File: src/rtl/i2s_pkg.sv
`default_nettype none
// ============================================================================
//  Module      : i2s_pkg
//  Description : Shared types and constants for the I2S playback sequencer:
//                state encoding, default sample/slot widths, I2S data delay.
//  Revision    : 1.0  initial release
// ============================================================================
package i2s_pkg;

    // Playback sequencer states; encodings are visible on state_o
    typedef enum logic [1:0] {
        IDLE  = 2'd0,
        ARM   = 2'd1,
        PLAY  = 2'd2,
        PAUSE = 2'd3
    } state_t;

    localparam int c_SAMPLE_W_DEF = 16;
    localparam int c_SLOT_W_DEF   = 32;

    // First data bit follows the LRCLK transition by one SCLK period
    localparam int c_I2S_DELAY    = 1;

endpackage
`default_nettype wire

File: src/rtl/i2s_edge_sync.sv
`default_nettype none
// ============================================================================
//  Module      : i2s_edge_sync
//  Description : Multi-flop synchronizer for an asynchronous codec clock pin,
//                followed by one history flop producing single-cycle
//                rise/fall pulses in the fabric clock domain.
//  Revision    : 1.0  initial release
// ============================================================================
module i2s_edge_sync #(
    parameter int SYNC_STAGES = 2
) (
    input  logic clk,
    input  logic rst,
    input  logic i_async,
    output logic o_rise,
    output logic o_fall
);

    logic [SYNC_STAGES-1:0] r_sync;
    logic                   r_prev;

    // Synchronizer chain plus previous-value flop for edge detection
    always_ff @(posedge clk) begin
        if (rst) begin
            r_sync <= '0;
            r_prev <= 1'b0;
        end else begin
            r_sync[0] <= i_async;
            for (int i = 1; i < SYNC_STAGES; i++) begin
                r_sync[i] <= r_sync[i-1];
            end
            r_prev <= r_sync[SYNC_STAGES-1];
        end
    end

    assign o_rise =  r_sync[SYNC_STAGES-1] & ~r_prev;
    assign o_fall = ~r_sync[SYNC_STAGES-1] &  r_prev;

endmodule
`default_nettype wire

File: src/rtl/i2s_playback_ctrl.sv
`default_nettype none
// ============================================================================
//  Module      : i2s_playback_ctrl
//  Description : Walks a sample ROM address range and serializes each word
//                onto the I2S data line, slaved to codec LRCLK/SCLK which are
//                synchronized into the fabric clock domain. Provides
//                play/pause/stop/loop control.
//  Options     : STEREO_EN - rom_q carries {left, right} (2*SAMPLE_W bits);
//                otherwise one SAMPLE_W word is sent on both channels.
//  Revision    : 1.0  initial release
// ============================================================================
module i2s_playback_ctrl
    import i2s_pkg::*;
#(
    parameter int ADDR_W      = 16,
    parameter int SAMPLE_W    = c_SAMPLE_W_DEF,
    parameter int SLOT_W      = c_SLOT_W_DEF,
    parameter int SYNC_STAGES = 2
) (
    input  logic                  clk,
    input  logic                  reset,
    input  logic                  lrclk_in,
    input  logic                  sclk_in,
    input  logic                  play,
    input  logic                  pause,
    input  logic                  stop,
    input  logic                  loop_en,
    input  logic [ADDR_W-1:0]     start_addr,
    input  logic [ADDR_W-1:0]     end_addr,
    output logic [ADDR_W-1:0]     rom_addr,
`ifdef STEREO_EN
    input  logic [2*SAMPLE_W-1:0] rom_q,
`else
    input  logic [SAMPLE_W-1:0]   rom_q,
`endif
    output logic                  sdin,
    output logic [1:0]            state_o,
    output logic                  frame_tick,
    output logic                  done
);

    localparam int c_CNT_W = $clog2(SLOT_W + 1);

    state_t              r_state;
    state_t              w_next;
    logic                w_load;
    logic                w_finish;
    logic                w_latch;

    logic                w_lr_rise;
    logic                w_lr_fall;
    logic                w_sclk_rise;
    logic                w_sclk_fall;

    logic [ADDR_W-1:0]   r_addr;
    logic [ADDR_W-1:0]   r_start;
    logic [ADDR_W-1:0]   r_end;
    logic                r_tick;
    logic                r_done;
    logic                r_last;
    logic                r_pause_req;

    logic [SAMPLE_W-1:0] r_sh_l;
    logic [SAMPLE_W-1:0] r_sh_r;
    logic [c_CNT_W-1:0]  r_bitcnt;
    logic                r_chan;
    logic                r_sdin;

    logic [SAMPLE_W-1:0] w_left;
    logic [SAMPLE_W-1:0] w_right;
    logic [c_CNT_W-1:0]  w_cnt_inc;
    logic                w_in_win;

`ifdef STEREO_EN
    assign w_left  = rom_q[2*SAMPLE_W-1:SAMPLE_W];
    assign w_right = rom_q[SAMPLE_W-1:0];
`else
    assign w_left  = rom_q;
    assign w_right = rom_q;
`endif

    i2s_edge_sync #(.SYNC_STAGES(SYNC_STAGES)) u_lr_sync (
        .clk     (clk),
        .rst     (reset),
        .i_async (lrclk_in),
        .o_rise  (w_lr_rise),
        .o_fall  (w_lr_fall)
    );

    i2s_edge_sync #(.SYNC_STAGES(SYNC_STAGES)) u_sclk_sync (
        .clk     (clk),
        .rst     (reset),
        .i_async (sclk_in),
        .o_rise  (w_sclk_rise),
        .o_fall  (w_sclk_fall)
    );

    // SCLK rising edges carry no action here; the codec samples on them
    logic w_unused;
    assign w_unused = w_sclk_rise;

    // State register
    always_ff @(posedge clk) begin
        if (reset) begin
            r_state <= IDLE;
        end else begin
            r_state <= w_next;
        end
    end

    // Next-state logic and frame-level control strobes; stop overrides all
    always_comb begin
        w_next   = r_state;
        w_load   = 1'b0;
        w_finish = 1'b0;
        w_latch  = 1'b0;
        if (stop) begin
            w_next = IDLE;
        end else begin
            case (r_state)
                IDLE: begin
                    if (play) begin
                        w_next  = ARM;
                        w_latch = 1'b1;
                    end
                end
                ARM: begin
                    if (w_lr_fall) begin
                        w_next = PLAY;
                        w_load = 1'b1;
                    end
                end
                PLAY: begin
                    if (w_lr_fall) begin
                        if (r_last) begin
                            w_next   = IDLE;
                            w_finish = 1'b1;
                        end else if (r_pause_req || pause) begin
                            w_next = PAUSE;
                        end else begin
                            w_load = 1'b1;
                        end
                    end
                end
                PAUSE: begin
                    if (play) begin
                        w_next = ARM;
                    end
                end
                default: w_next = IDLE;
            endcase
        end
    end

    // Address counter, range latch, pending pause / last-word flags
    always_ff @(posedge clk) begin
        if (reset) begin
            r_addr      <= '0;
            r_start     <= '0;
            r_end       <= '0;
            r_tick      <= 1'b0;
            r_done      <= 1'b0;
            r_last      <= 1'b0;
            r_pause_req <= 1'b0;
        end else if (stop) begin
            r_addr      <= start_addr;
            r_tick      <= 1'b0;
            r_done      <= 1'b0;
            r_last      <= 1'b0;
            r_pause_req <= 1'b0;
        end else begin
            r_tick      <= w_load;
            r_done      <= w_finish;
            r_pause_req <= (r_state == PLAY) && (w_next == PLAY) &&
                           (r_pause_req || pause);
            if (w_latch) begin
                r_start <= start_addr;
                r_end   <= end_addr;
            end
            // Advance the cycle after frame_tick so rom_addr trails it by one
            if (r_state == IDLE) begin
                r_addr <= start_addr;
            end else if (r_tick) begin
                if (r_addr == r_end) begin
                    if (loop_en) begin
                        r_addr <= r_start;
                    end
                end else begin
                    r_addr <= r_addr + 1'b1;
                end
            end
            if (w_next != PLAY) begin
                r_last <= 1'b0;
            end else if (r_tick && (r_addr == r_end) && !loop_en) begin
                r_last <= 1'b1;
            end
        end
    end

    assign w_cnt_inc = r_bitcnt + 1'b1;
    assign w_in_win  = (w_cnt_inc >= c_CNT_W'(c_I2S_DELAY)) &&
                       (w_cnt_inc <  c_CNT_W'(c_I2S_DELAY + SAMPLE_W));

    // Per-channel shift registers and bit counter driving sdin
    always_ff @(posedge clk) begin
        if (reset || stop) begin
            r_sh_l   <= '0;
            r_sh_r   <= '0;
            r_bitcnt <= '0;
            r_chan   <= 1'b0;
            r_sdin   <= 1'b0;
        end else if (w_lr_fall || w_lr_rise) begin
            r_bitcnt <= '0;
            r_chan   <= w_lr_rise;
            r_sdin   <= 1'b0;
            if (w_load) begin
                r_sh_l <= w_left;
                r_sh_r <= w_right;
            end else if (w_lr_fall) begin
                r_sh_l <= '0;
                r_sh_r <= '0;
            end
        end else if (w_sclk_fall) begin
            if (r_bitcnt != c_CNT_W'(SLOT_W)) begin
                r_bitcnt <= w_cnt_inc;
            end
            if ((r_state == PLAY) && w_in_win) begin
                if (r_chan) begin
                    r_sdin <= r_sh_r[SAMPLE_W-1];
                    r_sh_r <= r_sh_r << 1;
                end else begin
                    r_sdin <= r_sh_l[SAMPLE_W-1];
                    r_sh_l <= r_sh_l << 1;
                end
            end else begin
                r_sdin <= 1'b0;
            end
        end
    end

    assign rom_addr   = r_addr;
    assign sdin       = r_sdin;
    assign state_o    = r_state;
    assign frame_tick = r_tick;
    assign done       = r_done;

endmodule
`default_nettype wire

File: config.mk
export PLATFORM = sky130hd
export DESIGN_NAME = i2s_playback_ctrl
export DESIGN_NICKNAME = d
export VERILOG_FILES = /design/src/rtl/i2s_pkg.sv /design/src/rtl/i2s_edge_sync.sv /design/src/rtl/i2s_playback_ctrl.sv
export SDC_FILE = /design/constraint.sdc
export NUM_CORES = 1
export LEC_CHECK = 0
export CORE_ASPECT_RATIO = 1.4
export CORE_MARGIN = 1
export CORE_UTILIZATION = 55
export DETAILED_ROUTE_END_ITERATION = 10
export MAX_ROUTING_LAYER = met4
export PLACE_DENSITY = 0.9
export SLEW_MARGIN = 5
export SYNTH_ARGS = -nofsm -noshare
export SYNTH_HDL_FRONTEND = slang
export SYNTH_SLANG_ARGS = --single-unit
File: constraint.sdc
create_clock -name clk -period 6.5 [get_ports clk]
set_clock_uncertainty 0.1 [all_clocks]
set_input_delay 1.95 -clock clk [delete_from_list [all_inputs] [get_ports clk]]
set_output_delay 1.95 -clock clk [all_outputs]
set_load 0.02 [all_outputs]
## Word level (Yosys, flattened, before mapping)

Index checks and enable logic that the tools add are counted.

| operators by class | value |
|---|---|
| mux-type cells | 34 |
| equal/unequal tests | 10 |
| order comparisons | 2 |
| add/sub/neg operators | 2 |
| bitwise operators | 9 |
| reductions and logical operators | 25 |

Operators with widths:

| kind | number |
|---|---|
| $mux W16 | 15 |
| $add A16 B1 Y16 const B | 1 |
| $eq A16 B16 Y1 | 1 |
| $mux W2 | 6 |
| $mux W1 | 11 |
| $reduce_and A4 Y1 | 2 |
| $add A6 B1 Y6 const B | 1 |
| $eq A2 B2 Y1 const B | 3 |
| $ge A6 B1 Y1 const B | 1 |
| $logic_and A1 B1 Y1 | 6 |
| $lt A6 B5 Y1 const B | 1 |
| $ne A6 B6 Y1 const B | 1 |
| $not A1 Y1 | 6 |
| $pmux W2 S3 | 1 |
| $reduce_and A2 Y1 | 3 |
| $reduce_bool A2 Y1 | 3 |
| $reduce_or A2 Y1 | 3 |
| $ne A4 B4 Y1 const B | 1 |
| $reduce_or A4 Y1 | 1 |
| $and A1 B1 Y1 | 3 |
| $logic_or A1 B1 Y1 | 3 |
| $ne A3 B3 Y1 const B | 1 |
| $reduce_bool A3 Y1 | 1 |
| $reduce_or A3 Y1 | 1 |
| 6 further kinds | 6 |

| word-level totals | value |
|---|---|
| logic and storage cells | 99 |
| register bits after elaboration | 100 |
| output and inout port bits | 21 |
| bits of input ports | 56 |

## Longest topological paths before layout

Gate-level depths: netlist of run 1.

| logic depth | value |
|---|---|
| depth in word-level cells | 9 |
| gate-level depth with buffers | 9 |

## Modules after synthesis

A second synthesis of run 1 with hierarchy kept.

| unflattened totals | value |
|---|---|
| cell total of the unflattened synthesis | 581 |
| area, all modules | 4,848.4 um2 |

By module, submodules not included:

| module | instances | sequential area each (um2) | cells each | area each (um2) |
|---|---|---|---|---|
| i2s_playback_ctrl | 1 | 1,881.8 | 565 | 4,665.7 |
| i2s_edge_sync | 2 | 60.1 | 8 | 91.3 |

## Worst setup path before layout of run 1

OpenSTA, ideal clock, no wires.

| path | value |
|---|---|
| kind | input-to-reg |
| start point | input stop |
| end point | register r_addr[0], in the netlist rom_addr[0] |
| path buffers | 3 |
| arrival | 3.199 ns |
| path slack | 3.073 ns |
| cell stages on the path | 6 |
| library setup time | 0.128 ns |
| cells stage by stage | clkbuf_1 > or2_2 > clkbuf_1 > clkbuf_1 > a222oi_1 > nor2_1 |

| between the ends | value |
|---|---|
| longest elaborated chain between the ends | 2 |
| elaborated cells between the ends (all ways) | 4 |

Ends and longest elaborated chain:

| what | line | source |
|---|---|---|
| start: declaration | i2s_playback_ctrl.sv:26 | `input logic stop,` |
| $ne A4 B4 Y1 (no source line) / $reduce_bool A3 Y1 (equally long branches) | - |  |
| $reduce_and A2 Y1 (no source line) | - |  |
| end signal: assignment | i2s_playback_ctrl.sv:166 | `r_addr <= start_addr;` |
| end signal: assignment | i2s_playback_ctrl.sv:182 | `r_addr <= start_addr;` |
| end signal: assignment | i2s_playback_ctrl.sv:186 | `r_addr <= r_start;` |
| end: declaration | i2s_playback_ctrl.sv:55 | `logic [ADDR_W-1:0] r_addr;` |

Several ways; a longest one is shown, not always the timed one.
A chain may end at the register's enable or synchronous reset.

## Worst setup path after layout of run 1

| path | value |
|---|---|
| start point | input stop |
| end point | register r_addr[6], in the netlist rom_addr[6] |

The elaborated chain is that of the path after synthesis.

==> results.ini, run 1 <==
[clock_tree]
post_cts_buffers = 0
cts_resized = 0
numCtsBuffers = 9
ctsLongestPathBuffers = 2
clkSinkCount = 100
tritoncts = done
hold_buffers = 0
root_buffer = clkbuf_16
clock_latency_ns = 0.35
cts_htree_levels = 3
clk_pin_slew_ns = 0.06

[outcome]
outcome = completed

[critical_path]
crit_arrival_ns = 4.16
required_ns = 6.61
start_kind = primary input
endpoint_kind = flop
path_max_fanout = 17
path_class = primary input to flop

[timing]
hold_violations = 0
rsz0062_at_grt = no
finalMaxSlewViolations = 0
layout_worst_path_cycle_share = 0.624
setup_viol = 0
max_freq_mhz = 247
layout_min_cycle_time_ns = 4.05
tightest_slew_ns = 1.17
finalSetupTns_ns = 0
whs_ns = 0.357
slew_headroom = 0.218

[global_route]
grt.overflow.total = 0
antenna_found_initial = 0
grt.total_usage = 0.275
grt_pass1_wl_um = 20700
grt_pass1_vias = 4477
grt_max_degree = 60

[yosys]
synth_most_common_cell = dfxtp_1
synth_edf_count = 0
synthTopCellsByArea = dfxtp_1, nand2_1, a221oi_2
synth.top_cells.by_count = dfxtp_1, nand2_1, nor2_1, a21oi_1, inv_1
yosysSeqAreaShare = 0.392
synth_area_um2 = 5100
async_reset_ff_frac = 0
yosysWarnings = 0
synth_cells = 574
synth-seq-cells = 100
synth_area_leader_cell = dfxtp_1
synthesis.nets = 639
ys.flop_type = dfxtp_1
synth_top_area_frac = 0.392
synth_cell_types = 61
synth_area_per_cell_um2 = 8.89

[drt]
drc = 0
dr.pass1.iters = 5
vias_per_cell = 6.07
wl_met1_um = 4740
dr_wl_met3_um = 736
drt_iter0_drc = 281
wl_met2_um = 6390
ant_nets = 0
highest_layer = met4
routed_wl_um = 12500
vias = 4450
routedWlPerCell_um = 17.0

[layout]
final.fill_count = 675
nNetsFinal = 687
design_area_um2 = 6090
diodes = 0
drive_above_1_share = 0.126
area_growth_pct = 19.4

[floorplanning]
ios = 77
die_w_um = 83.4
start_util = 0.565
die_h_um = 116
placementRows = 41
dieArea_um2 = 9670
core_area_um2 = 9030

[power_and_ir_drop]
ir_drop_uv = 150
power_density_nw_per_um2 = 225
p_leak_uw = 0.00214

[placed_design]
place_hpwl_um = 8390
port_buffers = 76
gp_congestion = 0.919
placed_area_um2 = 5790

[job]
cap_violations = 0

[hold_path]
hp-class = flop to flop

-- worst paths after layout --
kind / slack, ns / endpoint / start / cells after the start
worst max-delay path: 2.45 / rom_addr[6]$_SDFFE_PP0P_ / stop / 5
worst min-delay path: 0.36 / r_sh_l[0]$_SDFFE_PP0P_ / r_sh_l[0]$_SDFFE_PP0P_ / 2
worst max register to register: 3.13 / rom_addr[6]$_SDFFE_PP0P_ / rom_addr[0]$_SDFFE_PP0P_ / 6
worst min register to register: 0.36 / r_sh_l[0]$_SDFFE_PP0P_ / r_sh_l[0]$_SDFFE_PP0P_ / 2
-- critical path: stages --
cell and delay, ns:
clkdlybuf4s50_1 0.61, or2_2 0.56, o22ai_2 0.67, nor2b_1 0.30, a2111oi_4 0.07
-- logic make-up after synthesis --
kind of cell,Yosys count,synth area share
mux,10,0.0196
flops,100,0.392
compound gates,145,0.249
fa+ha+maj,9,0.0221
simple gates,205,0.188
xor+xnor,34,0.0583
buf+inv,71,0.0706
-- layer usage --
| metal | vias up | track usage |
|---|---|---|
| li1 | 2120 | - |
| met1 | 2104 | 0.288 |
| met2 | 180 | 0.485 |
| met3 | 46 | 0.0670 |
| met4 | 0 | 0.140 |
| met5 | - | - |
-- metrics by stage --
step | cells | total power [uW] | utilization | setup slack, ns
after floorplan | 574 | 750 | - | 3.07
after global placement | 718 | 815 | 0.641 | 2.19
after detailed placement | 718 | 821 | 0.641 | 2.11
after CTS | 733 | 1380 | 0.675 | 2.48
after global routing | 733 | 1420 | 0.675 | 2.31
final | 733 | 1370 | 0.675 | 2.45
-- flip-flops by register name, indices dropped and copies added, names as in the netlist, 2 cells and up --
name / count
r_start: 16
r_end: 16
r_sh_l: 16
rom_addr: 16
r_bitcnt: 6
u_lr_sync.r_sync: 2
u_sclk_sync.r_sync: 2
r_sh_r: 16
state_o: 2
-- cell usage in the layout (no fill, tap or decap), drive strengths merged, types with 3 or more instances in the layout --
cell and instances:
nor4 7, or2 3, a21oi 41, buf 5, clkdlybuf4s50 75, o21ai 13, dfxtp 100, a22oi 16
nand2 98, inv 28, a211oi 30, nor3 9, a222oi 5, nand4 5, nor2b 9, xor2 23
nand2b 4, clkbuf 10, nand3 8, xnor2 11, mux2i 10, a2111oi 4, a221oi 20, o22ai 3
and4 4, ha 9, nor2 50
-- area by class of cell --
class                           instances  area (um^2)  area share
Timing Repair Buffer                   80          786       0.129
Tap cell                              107          134      0.0220
Multi-Input combinational cell        403         2760       0.453
Sequential cell                       100         2000       0.328
Clock buffer                           10          229      0.0376
Clock inverter                          5         77.6      0.0127
Inverter                               28          105      0.0172
-- power by group --
group          switching (uW)  internal, uW  total, uW
Sequential               24.0           631        655
Clock                     227           334        561
Combinational            81.1          74.1        155
Power figures use the tool's default switching activity.
==> inputs of run 2 (changes only) <==
--- a/config.mk
+++ b/config.mk
@@ -7,10 +7,10 @@
 export LEC_CHECK = 0
 export CORE_ASPECT_RATIO = 1.4
 export CORE_MARGIN = 1
-export CORE_UTILIZATION = 55
+export CORE_UTILIZATION = 54
 export DETAILED_ROUTE_END_ITERATION = 10
 export MAX_ROUTING_LAYER = met4
-export PLACE_DENSITY = 0.9
+export PLACE_DENSITY = 0.89
 export SLEW_MARGIN = 5
 export SYNTH_ARGS = -nofsm -noshare
 export SYNTH_HDL_FRONTEND = slang
==> constraint.sdc (replaced) <==
create_clock -name clk -period 3.75 [get_ports clk]
set_clock_uncertainty 0.1 [all_clocks]
set_input_delay 1.125 -clock clk [delete_from_list [all_inputs] [get_ports clk]]
set_output_delay 1.125 -clock clk [all_outputs]
set_load 0.02 [all_outputs]
==> results.ini, run 2 (same netlist as run 1, synthesis figures left out) <==
[outcome]
outcome = complete, but fails checks  ; was completed
violations = design-rule violations

[layout]
final_cell_mix = dfxtp_1, nand2_1, clkdlybuf4s50_1  ; unchanged
regArea_um2 = 2000  ; unchanged
final.fill_count = 694  ; was 675
instances_no_fill = 741  ; was 733
mostFrequentLayoutCell = dfxtp_1  ; unchanged
nNetsFinal = 695  ; was 687
multiInputGateArea_um2 = 2760  ; unchanged
diodes = 0  ; unchanged
area_growth_pct = 20.3  ; was 19.4%
drive_above_1_share = 0.137  ; was 0.126

[clock_tree]
ctsLongestPathBuffers = 2  ; unchanged
hold_buffers = 0  ; unchanged
tritoncts = done  ; unchanged
numCtsBuffers = 9  ; unchanged
clkSinkCount = 100  ; unchanged
cts_htree_levels = 3  ; unchanged
cts_resized = 0  ; unchanged
clock_latency_ns = 0.34  ; was 0.35 ns
root_buffer = clkbuf_16  ; unchanged
post_cts_buffers = 0  ; unchanged
clk_pin_slew_ns = 0.07  ; was 0.06 ns

[floorplanning]
die_h_um = 117  ; was 116 um
dieArea_um2 = 9850  ; was 9670 um^2
start_util = 0.562  ; was 0.565
ios = 77  ; unchanged
core_area_um2 = 9080  ; was 9030 um^2
placementRows = 41  ; unchanged
die_w_um = 84.2  ; was 83.4 um

[placed_design]
gp_congestion = 0.921  ; was 0.919
place_hpwl_um = 8640  ; was 8390 um
port_buffers = 76  ; unchanged
place_inst = 726  ; was 718

[timing]
max_freq_mhz = 336
layout_min_cycle_time_ns = 2.98
tightest_slew_ns = 0.833  ; was 1.17 ns
setup_viol = 0  ; unchanged
layout_worst_path_cycle_share = 0.794
finalMaxSlewViolations = 0  ; unchanged
whs_ns = 0.339  ; was 0.357 ns
finalSetupTns_ns = 0  ; unchanged
slew_headroom = 0.443  ; was 0.218
rsz0062_at_grt = no  ; unchanged
hold_violations = 0  ; unchanged

[hold_path]
hp-class = flop to flop  ; unchanged
hold_depth = 1  ; was 2

[power_and_ir_drop]
totalPowerFinal_uw = 2330  ; was 1370 uW
power_density_nw_per_um2 = 380  ; was 225 nW/um^2
p_leak_uw = 0.00217  ; was 0.00214 uW
ir_drop_uv = 226  ; was 150 uV

[critical_path]
path_class = primary input to flop  ; unchanged
endpoint_kind = flop  ; unchanged
path_max_fanout = 31  ; was 17
r2r_setup_slack_ns = 0.83  ; was 3.13 ns
start_kind = primary input  ; unchanged
ff2ff_path_depth = 9  ; was 6
required_ns = 3.90  ; was 6.61 ns
crit_arrival_ns = 3.13  ; was 4.16 ns

[global_route]
grt.total_usage = 0.275  ; about the same
grt.overflow.total = 0  ; unchanged
grt_pass1_vias = 4464  ; was 4477
antenna_found_initial = 0  ; unchanged
grt_max_degree = 59  ; was 60
grt_pass1_wl_um = 20800  ; was 20700 um

[drt]
vias_per_cell = 6.09  ; was 6.07
drt_iter0_drc = 248  ; was 281
routedWlPerCell_um = 17.1  ; was 17.0 um
ant_nets = 0  ; unchanged
drc = 12  ; was 0
dr.pass1.iters = 9  ; was 5
routed_wl_um = 12700  ; was 12500 um
vias = 4509  ; was 4450

[job]
cap_violations = 0  ; unchanged

## run 2: cell count changes in the layout (fill, tap and decap cells not counted)
| cell | before | now |
|---|---|---|
| buf_4 | 4 | 12 |
| bufinv_16 | 2 | 1 |
| clkbuf_8 | 0 | 1 |
| clkinv_2 | 2 | 1 |
| clkinvlp_4 | 1 | 2 |
## run 2: cell type report
| class | instances | share of cell area |
|---|---|---|
| multi-input combinational | 403 | 0.450 |
| sequential | 100 | 0.326 |
| timing repair buffer | 88 | 0.138 |
| clock buffer | 11 | 0.0395 |
| tap | 107 | 0.0218 |
| inverter | 28 | 0.0171 |
| clock inverter | 4 | 0.00815 |
## run 2: routing by layer
metal  wire (um)  part of all wire  GRT usage  vias to the layer above
met5           0                 0          -                        -
met4         531             0.042      0.166                        0
met3         708             0.056     0.0400                       47
met2        6570              0.52      0.482                      204
met1        4850              0.38      0.298                     2125
li1            -                 -          -                     2133
## run 2: final timing paths
check	start	end
worst min register to register	u_sclk_sync.r_sync[0]$_SDFF_PP0_	u_sclk_sync.r_sync[1]$_SDFF_PP0_
worst max register to register	r_bitcnt[0]$_SDFFE_PP0P_	r_sh_l[9]$_SDFFE_PP0P_
worst max-delay path	pause	r_sh_l[10]$_SDFFE_PP0P_
worst min-delay path	u_sclk_sync.r_sync[0]$_SDFF_PP0_	u_sclk_sync.r_sync[1]$_SDFF_PP0_
## run 2: critical path, stage by stage
cell             delay (ns)
clkdlybuf4s50_1        0.45
nor4b_1                0.31
o21ai_0                0.22
nor3b_4                0.22
buf_4                  0.39
a221oi_2               0.11
a211oi_1               0.29
## run 2: where the power goes
part / internal [uW] / total (uW) / switching (uW)
Combinational: 132 / 275 / 143
Sequential: 1090 / 1140 / 40.8
Clock: 531 / 925 / 394
## run 2: stage by stage
stage,setup slack (ns),utilization,instance area [um^2]
6_report,0.771,0.676,6140
3_3_place_gp,0.521,0.644,5850
3_5_place_dp,0.422,0.644,5850
5_1_grt,0.629,0.676,6140
4_1_cts,0.764,0.676,6140
2_1_floorplan,1.15,-,5100
